--- src/rtl/evr_trigger_pkg.sv ---
// Shared definitions for the EVR event-to-trigger mapper: configuration op
// codes, FSM state encoding and the null event code.
// No ports (package).
package evr_trigger_pkg;

  localparam int unsigned TABLE_DEPTH = 256;
  localparam int unsigned CFG_WIDTH   = 32;
  localparam logic [7:0]  NULL_EVENT  = 8'd0;

  typedef enum logic [1:0] {
    OP_TABLE_WRITE = 2'd0,
    OP_SET_HOLDOFF = 2'd1,
    OP_CLEAR_TABLE = 2'd2,
    OP_FORCE       = 2'd3
  } op_e;

  typedef enum logic {
    S_IDLE  = 1'b0,
    S_CLEAR = 1'b1
  } state_e;

  // Op field lives in the top two bits of every configuration word.
  function automatic op_e cfg_op(input logic [CFG_WIDTH-1:0] data);
    return op_e'(data[CFG_WIDTH-1:CFG_WIDTH-2]);
  endfunction

endpackage

--- src/rtl/trigger_holdoff.sv ---
// Per-output retrigger holdoff.
// Ports: clk, rst (sync, active-high), candidate (wants to fire this cycle),
//        holdoff_value (reload value), fire_c (combinational: candidate accepted).
// A candidate is accepted only while the counter is zero; acceptance reloads
// the counter, which then counts down by one per cycle. Rejected candidates
// are dropped.
module trigger_holdoff #(
  parameter int unsigned HOLDOFF_WIDTH = 20
) (
  input  logic                     clk,
  input  logic                     rst,
  input  logic                     candidate,
  input  logic [HOLDOFF_WIDTH-1:0] holdoff_value,
  output logic                     fire_c
);

  logic [HOLDOFF_WIDTH-1:0] count;

  assign fire_c = candidate && (count == '0);

  // Reload on fire, otherwise count down towards zero.
  always_ff @(posedge clk) begin
    if (rst) begin
      count <= '0;
    end else if (fire_c) begin
      count <= holdoff_value;
    end else if (count != '0) begin
      count <= count - HOLDOFF_WIDTH'(1);
    end
  end

endmodule

--- src/rtl/event_trigger_mapper.sv ---
// Maps the received EVR event-code stream to per-output trigger strobes via a
// 256-entry mask table, with per-output holdoff.
// Ports: evrClk, evrRst (sync, active-high), eventCode/eventStrobe (event in),
//        cfgStrobe/cfgData (configuration word), cfgBusy (table clear running),
//        triggerStrobe (one-cycle pulse per output),
//        cntSelect/cntValue (only with TRIGGER_COUNTERS_EN: per-output pulse counters).
// Optional feature macro: TRIGGER_COUNTERS_EN.
// Event-to-strobe latency is two cycles: table read register, then strobe register.
module event_trigger_mapper
  import evr_trigger_pkg::*;
#(
  parameter int unsigned NUM_OUTPUTS   = 8,
  parameter int unsigned HOLDOFF_WIDTH = 20,
  parameter string       DEBUG         = "false"
) (
  input  logic                   evrClk,
  input  logic                   evrRst,
  input  logic [7:0]             eventCode,
  input  logic                   eventStrobe,
  input  logic                   cfgStrobe,
  input  logic [CFG_WIDTH-1:0]   cfgData,
  output logic                   cfgBusy,
  output logic [NUM_OUTPUTS-1:0] triggerStrobe
`ifdef TRIGGER_COUNTERS_EN
  ,
  input  logic [3:0]             cntSelect,
  output logic [31:0]            cntValue
`endif
);

  state_e state, state_d;
  logic [7:0] clr_addr, clr_addr_d;

  logic                   wr_en;
  logic [7:0]             wr_addr;
  logic [NUM_OUTPUTS-1:0] wr_data;

  logic [NUM_OUTPUTS-1:0] mem [TABLE_DEPTH];
  logic [NUM_OUTPUTS-1:0] rd_q;
  logic                   ev_valid_q;
  logic [NUM_OUTPUTS-1:0] force_q;
  logic [NUM_OUTPUTS-1:0] cand;
  logic [NUM_OUTPUTS-1:0] fire;
  logic [HOLDOFF_WIDTH-1:0] hold_val [NUM_OUTPUTS];

  op_e  op;
  logic lookup_c;
  logic unused_cfg;

  assign op         = cfg_op(cfgData);
  assign lookup_c   = eventStrobe && (eventCode != NULL_EVENT) && (state == S_IDLE);
  assign unused_cfg = ^cfgData[29:28];

  // FSM state register; cfgBusy tracks the clear state exactly.
  always_ff @(posedge evrClk) begin
    if (evrRst) begin
      state    <= S_IDLE;
      clr_addr <= '0;
      cfgBusy  <= 1'b0;
    end else begin
      state    <= state_d;
      clr_addr <= clr_addr_d;
      cfgBusy  <= (state_d == S_CLEAR);
    end
  end

  // Next state and table write port: config writes in idle, zero sweep in clear.
  always_comb begin
    state_d    = state;
    clr_addr_d = clr_addr;
    wr_en      = 1'b0;
    wr_addr    = cfgData[23:16];
    wr_data    = cfgData[NUM_OUTPUTS-1:0];
    case (state)
      S_IDLE: begin
        if (cfgStrobe && (op == OP_TABLE_WRITE)) begin
          wr_en = !evrRst;
        end else if (cfgStrobe && (op == OP_CLEAR_TABLE)) begin
          state_d    = S_CLEAR;
          clr_addr_d = '0;
        end
      end
      S_CLEAR: begin
        wr_en      = !evrRst;
        wr_addr    = clr_addr;
        wr_data    = '0;
        clr_addr_d = clr_addr + 8'd1;
        if (clr_addr == 8'hFF) begin
          state_d = S_IDLE;
        end
      end
      default: state_d = S_IDLE;
    endcase
  end

  // Simple-dual-port table; a same-address write and read yields the old mask.
  always_ff @(posedge evrClk) begin
    if (wr_en) begin
      mem[wr_addr] <= wr_data;
    end
    rd_q <= mem[eventCode];
  end

  // Lookup qualifier and FORCE mask, both aligned with the table read.
  always_ff @(posedge evrClk) begin
    if (evrRst) begin
      ev_valid_q <= 1'b0;
      force_q    <= '0;
    end else begin
      ev_valid_q <= lookup_c;
      force_q    <= (cfgStrobe && (op == OP_FORCE)) ? cfgData[NUM_OUTPUTS-1:0] : '0;
    end
  end

  // Holdoff reload values; indices beyond the output count are ignored.
  always_ff @(posedge evrClk) begin
    if (evrRst) begin
      for (int i = 0; i < int'(NUM_OUTPUTS); i++) begin
        hold_val[i] <= '0;
      end
    end else if (cfgStrobe && (op == OP_SET_HOLDOFF)) begin
      for (int i = 0; i < int'(NUM_OUTPUTS); i++) begin
        if (cfgData[27:24] == 4'(i)) begin
          hold_val[i] <= cfgData[HOLDOFF_WIDTH-1:0];
        end
      end
    end
  end

  assign cand = (ev_valid_q ? rd_q : '0) | force_q;

  for (genvar g = 0; g < int'(NUM_OUTPUTS); g++) begin : g_holdoff
    trigger_holdoff #(
      .HOLDOFF_WIDTH(HOLDOFF_WIDTH)
    ) u_holdoff (
      .clk          (evrClk),
      .rst          (evrRst),
      .candidate    (cand[g]),
      .holdoff_value(hold_val[g]),
      .fire_c       (fire[g])
    );
  end

  // Strobe output register, tagged for on-chip debug when requested.
  if (DEBUG == "true") begin : g_dbg
    (* mark_debug = "true" *) logic [NUM_OUTPUTS-1:0] strobe_q;
    always_ff @(posedge evrClk) begin
      if (evrRst) strobe_q <= '0;
      else        strobe_q <= fire;
    end
    assign triggerStrobe = strobe_q;
  end else begin : g_nodbg
    logic [NUM_OUTPUTS-1:0] strobe_q;
    always_ff @(posedge evrClk) begin
      if (evrRst) strobe_q <= '0;
      else        strobe_q <= fire;
    end
    assign triggerStrobe = strobe_q;
  end

`ifdef TRIGGER_COUNTERS_EN
  logic [31:0] cnt [NUM_OUTPUTS];

  // Emitted-pulse counters (wrapping) and registered readback mux.
  always_ff @(posedge evrClk) begin
    if (evrRst) begin
      for (int i = 0; i < int'(NUM_OUTPUTS); i++) begin
        cnt[i] <= '0;
      end
      cntValue <= '0;
    end else begin
      cntValue <= '0;
      for (int i = 0; i < int'(NUM_OUTPUTS); i++) begin
        if (fire[i]) begin
          cnt[i] <= cnt[i] + 32'd1;
        end
        if (cntSelect == 4'(i)) begin
          cntValue <= cnt[i];
        end
      end
    end
  end
`endif

endmodule

--- config.mk ---
export PLATFORM = sky130hd
export DESIGN_NAME = event_trigger_mapper
export DESIGN_NICKNAME = d
export VERILOG_FILES = /design/src/rtl/evr_trigger_pkg.sv /design/src/rtl/trigger_holdoff.sv /design/src/rtl/event_trigger_mapper.sv
export SDC_FILE = /design/constraint.sdc
export NUM_CORES = 2
export LEC_CHECK = 0
export ABC_AREA = 0
export BUFFER_PORTS_ARGS = -buffer_cell sky130_fd_sc_hd__buf_2
export CAP_MARGIN = 20
export CELL_PAD_IN_SITES_DETAIL_PLACEMENT = 0
export CELL_PAD_IN_SITES_GLOBAL_PLACEMENT = 1
export CORE_MARGIN = 4
export CORE_UTILIZATION = 35
export CTS_CLUSTER_DIAMETER = 120
export CTS_CLUSTER_SIZE = 20
export DETAILED_ROUTE_END_ITERATION = 16
export PLACE_DENSITY_LB_ADDON = 0.1
export SLEW_MARGIN = 0
export SYNTH_ARGS = -nofsm -noshare
export SYNTH_HDL_FRONTEND = slang
export SYNTH_SLANG_ARGS = --single-unit
--- constraint.sdc ---
create_clock -name evrClk -period 27.8 [get_ports evrClk]
set_input_delay 4.17 -clock evrClk [delete_from_list [all_inputs] [get_ports evrClk]]
set_output_delay 4.17 -clock evrClk [all_outputs]
set_load 0.005 [all_outputs]
### Word level (Yosys, flattened, before mapping)

Memory sizes are Yosys's and may differ from the RTL's. A register that Yosys moved wholly into a read port is not among the register bits.
Index checks and enable logic that the tools add are counted.

| cells by class | value |
|---|---|
| shifts and indexed selects | 0 |
| order comparisons | 0 |
| multiplexer cells | 72 |
| reductions and logical operators | 44 |
| divide/modulo/power cells | 0 |
| multiply operators | 0 |
| eq/ne operators | 13 |
| $add $sub $neg | 9 |
| bitwise gates (word level) | 11 |

Operators by type and width:

| operator | number |
|---|---|
| two-way mux 20 bit | 24 |
| logical NOT 20 bit | 8 |
| nonzero test 20 bit | 8 |
| subtractor 20 x 1 -> 20 bit (second input constant) | 8 |
| two-way mux 1 bit | 40 |
| two-way mux 8 bit | 5 |
| == test 4 x 3 -> 1 bit (second input constant) | 4 |
| one-hot mux 8 bit (2 select lines) | 1 |
| nonzero test 2 bit | 8 |
| logical AND 1 bit | 14 |
| adder 8 x 1 -> 8 bit (second input constant) | 1 |
| == test 4 x 2 -> 1 bit (second input constant) | 2 |
| == test 8 bit (second input constant) | 1 |
| bitwise OR 1 bit | 8 |
| bitwise OR 8 bit | 1 |
| nonzero test 8 bit | 1 |
| == test 2 bit (second input constant) | 2 |
| == test 4 x 1 -> 1 bit (second input constant) | 1 |
| logical NOT 4 bit | 1 |
| one-hot mux 1 bit (2 select lines) | 2 |
| == test 2 x 1 -> 1 bit (second input constant) | 1 |
| logical NOT 2 bit | 1 |
| inequality test 2 x 1 -> 1 bit (second input constant) | 1 |
| inequality test 2 bit (second input constant) | 1 |
| other kinds (4) | 5 |

| word-level totals | value |
|---|---|
| logic and storage cells | 164 |
| memory bits (writable) | 2208 |
| register bits | 186 |
| input port bits | 44 |
| ROM bits | 0 |
| memories | 2 |
| latch bits | 0 |
| output and inout bits | 9 |

Memory list:

| name | depth | bits a word | rd ports | clocked after memory_dff | wr ports | RTL line | source |
|---|---|---|---|---|---|---|---|
| mem | 256 | 8 | 1 | 1 | 1 | event_trigger_mapper.sv:38 | `logic [NUM_OUTPUTS-1:0] mem [TABLE_DEPTH];` |
| hold_val | 8 | 20 | 8 | 0 | 8 | event_trigger_mapper.sv:44 | `logic [HOLDOFF_WIDTH-1:0] hold_val [NUM_OUTPUTS];` |

### Logic depth before layout (Yosys ltp)

| logic depth | value |
|---|---|
| depth in word-level cells | 6 |
| mapped depth | 14 |
| depth with buffers taken out | 9 |

### Hierarchy

Synthesis repeated with hierarchy kept, for this count alone.

| second synthesis, totals | value |
|---|---|
| cells, all modules | 5217 |
| area total of the unflattened synthesis | 95733.1 sq um |

By module, submodules not included:

| module | seq. area each (sq um) | area each (sq um) | times used | cells an instance |
|---|---|---|---|---|
| event_trigger_mapper | 66984.2 | 86584.3 | 1 | 4153 |
| trigger_holdoff | 400.4 | 1143.6 | 8 | 133 |

### Worst setup path after synthesis

No wires, ideal clock.

| timing | value |
|---|---|
| path kind | input to register |
| start | in cfgData[0] |
| end | mem mem[0][0], data pin |
| data required time | 26.353 ns |
| path slack | 16.039 ns |
| setup time | 1.447 ns |
| stages on the path | 1 |
| data arrival time | 10.315 ns |
| path buffers | 0 |
| path through | nor2b_1 |

| between the ends | value |
|---|---|
| longest elaborated chain between the ends | 1 |

RTL lines:

| what | RTL line | source |
|---|---|---|
| start, declared | event_trigger_mapper.sv:21 | `input logic [CFG_WIDTH-1:0] cfgData,` |
| two-way mux 8 bit | event_trigger_mapper.sv:74 | `case (state)` |
| end, declared | event_trigger_mapper.sv:38 |  |

No other way between the ends.

==> flow_results.org <==
** Run status
- Result of the run :: finished, final reports clean

** CTS
- At the later pin of the worst-skew pair, clock insertion delay measures 0.83 ns.
- Level count of the clock H-tree :: 4
- The root buffer cell chosen for the clock tree is sky130_fd_sc_hd__clkbuf_16.
- CTS sink cnt :: ~2400
- Gates resized during post-CTS repair numbered 0.
- TritonCTS built the clock tree.
- The clock passes through at most 3 buffers.
- Post-CTS timing repair inserted 0 buffers for setup.
- Clock transition at the registers of the reported paths :: approximately 0.09 ns
- Clock tree synthesis inserted a total of around 140 buffers.
- Hold-fix buffers at CTS :: 0

** Global route
- The number of global-route vias before repair is about 49000.
- The number of antenna violations at the first check in global routing came to 15.
- Global routing used about a fifth of the available tracks across all layers.
- The first global-routing pass estimated 385400 um of wire.
- Entering global routing, the biggest net connects about 200 pins.
- Overflow left after global routing :: 0

** Die
- Starting Density :: between 30% and 40%
- # IOs :: 53
- The floorplan step defined a die boundary enclosing between 0.2 and 0.3 mm2.
- Measured along the x axis, the die boundary spans 528.3 um.
- DIE HEIGHT :: 528.3 um
- The region available for standard cell placement spans 0.2686 mm2.
- The floorplan has 190 rows.

** Synthesis
- Yosys warning total :: 0
- Counting flops with an async set or reset pin after synthesis yields a share of 0%.
- Number of synthesized flops with an enable pin :: approximately 2200
- A synthesized cell averages ~18 um2.
- For this run, the leading register cell type out of synthesis is sky130_fd_sc_hd__edfxtp_1.
- Proportion of synthesized chip area in sequential cells :: between 70 and 80%
- The synthesized netlist contains 85 unique library cells.
- Total nets after synthesis :: roughly 5300
- Synthesized netlist cell count :: about 5200
- After synthesis the netlist holds a flip-flop and latch count of between 2000 and 2500.
- The synthesized netlist occupies a cell area of between 0.09 and 0.1 mm2.

** STA
- Final-layout setup total negative slack :: 0 ns
- For the finished layout, the period the worst path requires is ~9 ns.
- Setup repair after global routing missed its margin :: false
- Final clock period utilization by the worst path :: around a third
- Setup violations remaining at the end of the flow were counted as 0.
- The number of endpoints with negative hold slack in the final report came to 0.
- Slew Limit Fails :: 0
- In this run the tightest slew margin relative to its limit is between 15 and 20%.
- Fmax :: around 110 MHz
- On the final layout, the worst clock skew is 0.03196 ns.
- For the pin with the worst max-slew slack, the measured transition is 1.264 ns.
- Final critical-path setup slack :: approximately 19 ns

** Routing
- Post-detailed-route wirelength per cell :: just over 30 um
- The detailed router used layers up to and including met4.
- Detailed routing inserted a total of slightly below 50000 vias.
- The count of nets left with antenna violations once routing finished came out at 0.
- DRC violation count after routing :: 0
- Wire length on met2 :: 132000 um
- For this block, the routed nets add up to 272800 um of wire.
- In the routed layout, each cell is associated on average with a via count of ~5.5.
- Wire length the detailed router placed on met1 :: around 120000 um
- Routed met3 length :: 12660 um
- For this run, the detailed router's first-pass iteration total came to 7.
- Starting DRC count in detailed routing :: slightly below 5000

** Power
- Cell leakage power :: ~0.032 uW
- Switching share of power :: between 20% and 30%
- Of the total power, the clock network draws slightly below 30%.
- Net switching power :: ~1900 uW
- Dividing total power by cell area gives a power density of 71.19 mW/mm2.
- Sequential fraction of design power :: 56.7%
- The internal power of the cells totals between 5000 and 6000 uW.
- Per report_power, the combinational group accounts for approximately 14% of the total.
- Largest voltage drop on the vdd net :: between 0.07 and 0.08 mV

** Worst setup path
- The endpoint identified for the worst register-to-register timing path is mem[21][5].
- Required time of the critical path :: 28.51 ns
- Tracing the worst setup path back leads to its startpoint at eventCode[1].
- Critical path destination :: rd_q[4]
- R2R depth :: 5
- Data arrival time of the critical path :: 9.50 ns
- The critical path is of the in2reg type.
- Type of origin of the critical path :: input port
- Origin of the critical flop-to-flop path :: state
- In this run the register-to-register setup slack is around 24 ns.
- Along the worst path, the maximum fanout reaches 73.
- STA classifies the critical path endpoint as a register.

** Place
- Prior to clock tree synthesis, the placed netlist has a worst setup slack of about 18 ns.
- Final Wtd Congestion :: 0.7596
- Port buffering added 50 buffers.
- HPWL after detailed placement :: roughly 160000 um

** Run
- Number of violations of the max-capacitance limit :: 0

** Finish
- Fraction of final layout cells with drive strength greater than 1 :: 17.57%
- Total number of nets in the final design :: 5289
- P&R area growth vs syn :: 9.012%

** Worst hold path
- The path class of the tightest hold or removal check is reg2reg.
kinds of logic after synthesis:
| kind of cell | after synthesis | synth area share (%) |
|---|---|---|
| muxes | 663 | 13.95 |
| DFF | 2402 | 74.07 |
| and+or+nand+nor | 1177 | 5.628 |
| xor gates and xnor gates | 95 | 0.8781 |
| buffers and inverters | 349 | 1.577 |
| AOI/OAI and AO/OA | 535 | 3.774 |
| adders and majority gates | 9 | 0.1188 |
worst min path at each step:
stage,end,startpoint,depth (start not counted)
final,g_holdoff[3].u_holdoff.count[12],g_holdoff[3].u_holdoff.count[12],1
after global routing,g_holdoff[4].u_holdoff.count[18],g_holdoff[4].u_holdoff.count[18],2
after global placement,g_holdoff[4].u_holdoff.count[18],g_holdoff[4].u_holdoff.count[18],2
after detailed placement,g_holdoff[3].u_holdoff.count[12],g_holdoff[3].u_holdoff.count[12],1
after floorplan,g_holdoff[0].u_holdoff.count[8],g_holdoff[0].u_holdoff.count[8],1
after CTS,g_holdoff[3].u_holdoff.count[12],g_holdoff[3].u_holdoff.count[12],1
area by class of cell:
class,instances,area [um2]
sequential,2402,70190
antenna,5,12.51
clock buffer,176,3681
inverter,51,200.2
clock inverter,16,227.7
multi-input combinational,2479,23240
fill,24580,165300
tap,3552,4444
timing repair buffer,163,1295
registers in the layout, summed over array words and instances, names as in the netlist:
name	flops
state	1
clr_addr	8
ev_valid_q	1
g_holdoff.u_holdoff.count	160
triggerStrobe	8
mem	2048
force_q	8
hold_val	160
rd_q	8
per-layer routing:
layer | track usage (%) | vias to the layer above
li1 | - | 20790
met1 | 27.97 | 26080
met2 | 31.78 | 1187
met3 | 2.285 | 225
met4 | 3.693 | 0
met5 | 0 | -
power by group through the flow:
stage	logic [uW]	registers (uW)	clock network [uW]
floorplan	749	4240	0
global placement	1050	4250	0
detailed placement	1050	4250	0
CTS	1060	4170	2220
global route	1150	4180	2350
finish	1040	4170	2150
synth_stat cells (25+ instances only):
| cell type | n | area [um2] |
|---|---|---|
| sky130_fd_sc_hd__a211oi_1 | 71 | 533.0 |
| sky130_fd_sc_hd__a21oi_1 | 167 | 835.8 |
| sky130_fd_sc_hd__a221oi_1 | 41 | 359.1 |
| sky130_fd_sc_hd__a22oi_1 | 26 | 195.2 |
| sky130_fd_sc_hd__buf_1 | 26 | 97.59 |
| sky130_fd_sc_hd__buf_2 | 66 | 330.3 |
| sky130_fd_sc_hd__buf_4 | 25 | 187.7 |
| sky130_fd_sc_hd__clkbuf_1 | 180 | 675.7 |
| sky130_fd_sc_hd__dfxtp_1 | 194 | 3884 |
| sky130_fd_sc_hd__edfxtp_1 | 2208 | 66300 |
| sky130_fd_sc_hd__inv_1 | 48 | 180.2 |
| sky130_fd_sc_hd__mux2i_1 | 117 | 1171 |
| sky130_fd_sc_hd__mux4_2 | 524 | 11800 |
| sky130_fd_sc_hd__nand2_1 | 227 | 852.1 |
| sky130_fd_sc_hd__nand2b_1 | 53 | 331.6 |
| sky130_fd_sc_hd__nand3_1 | 76 | 380.4 |
| sky130_fd_sc_hd__nor2_1 | 562 | 2110 |
| sky130_fd_sc_hd__nor3_1 | 85 | 425.4 |
| sky130_fd_sc_hd__nor4_1 | 25 | 156.4 |
| sky130_fd_sc_hd__o21ai_0 | 73 | 365.4 |
| sky130_fd_sc_hd__or3_1 | 25 | 156.4 |
| sky130_fd_sc_hd__xnor2_1 | 45 | 394.1 |
| sky130_fd_sc_hd__xor2_1 | 50 | 437.9 |
worst max-delay path, stage by stage:
cell and delay, ns:
sky130_fd_sc_hd__buf_8 0.52, sky130_fd_sc_hd__buf_4 0.55, sky130_fd_sc_hd__buf_4 0.57, sky130_fd_sc_hd__buf_4 0.60
sky130_fd_sc_hd__buf_4 0.71, sky130_fd_sc_hd__mux4_2 0.44, sky130_fd_sc_hd__mux4_2 0.48, sky130_fd_sc_hd__nor2_1 0.15
sky130_fd_sc_hd__a31oi_1 0.08, sky130_fd_sc_hd__a32oi_1 0.56, sky130_fd_sc_hd__o21ai_0 0.27, sky130_fd_sc_hd__a21o_1 0.21
per-stage QoR:
step	utilization, %	hold WS [ns]	instances	power (uW)	cell area, um2
after floorplan	-	0.4326	5230	4988	94750
after global placement	36.95	0.4555	8639	5292	99250
after detailed placement	36.97	0.4560	8644	5296	99320
after CTS	38.43	0.4710	8836	7442	103200
after global routing	38.45	0.5021	8841	7691	103300
final	38.45	0.4700	8844	7353	103300
cell usage in the layout, fill, tap and decap left out, types with 18 or more instances in the layout:
cell type / count
sky130_fd_sc_hd__o21ai_0: 73
sky130_fd_sc_hd__a21oi_1: 167
sky130_fd_sc_hd__clkbuf_16: 142
sky130_fd_sc_hd__nand2_1: 211
sky130_fd_sc_hd__and2_1: 18
sky130_fd_sc_hd__nor4_1: 25
sky130_fd_sc_hd__mux2i_1: 117
sky130_fd_sc_hd__mux2_2: 22
sky130_fd_sc_hd__inv_1: 47
sky130_fd_sc_hd__dfxtp_1: 193
sky130_fd_sc_hd__nor2_1: 560
sky130_fd_sc_hd__clkbuf_1: 34
sky130_fd_sc_hd__a221oi_1: 41
sky130_fd_sc_hd__buf_4: 98
sky130_fd_sc_hd__nor3_1: 85
sky130_fd_sc_hd__or4_1: 21
sky130_fd_sc_hd__a22oi_1: 26
sky130_fd_sc_hd__xor2_1: 50
sky130_fd_sc_hd__edfxtp_1: 2208
sky130_fd_sc_hd__or3_1: 25
sky130_fd_sc_hd__buf_2: 47
sky130_fd_sc_hd__nand2b_1: 53
sky130_fd_sc_hd__xnor2_1: 45
sky130_fd_sc_hd__a211oi_1: 71
sky130_fd_sc_hd__mux4_2: 524
sky130_fd_sc_hd__nand3_1: 76
Power figures use the tool's default switching activity.
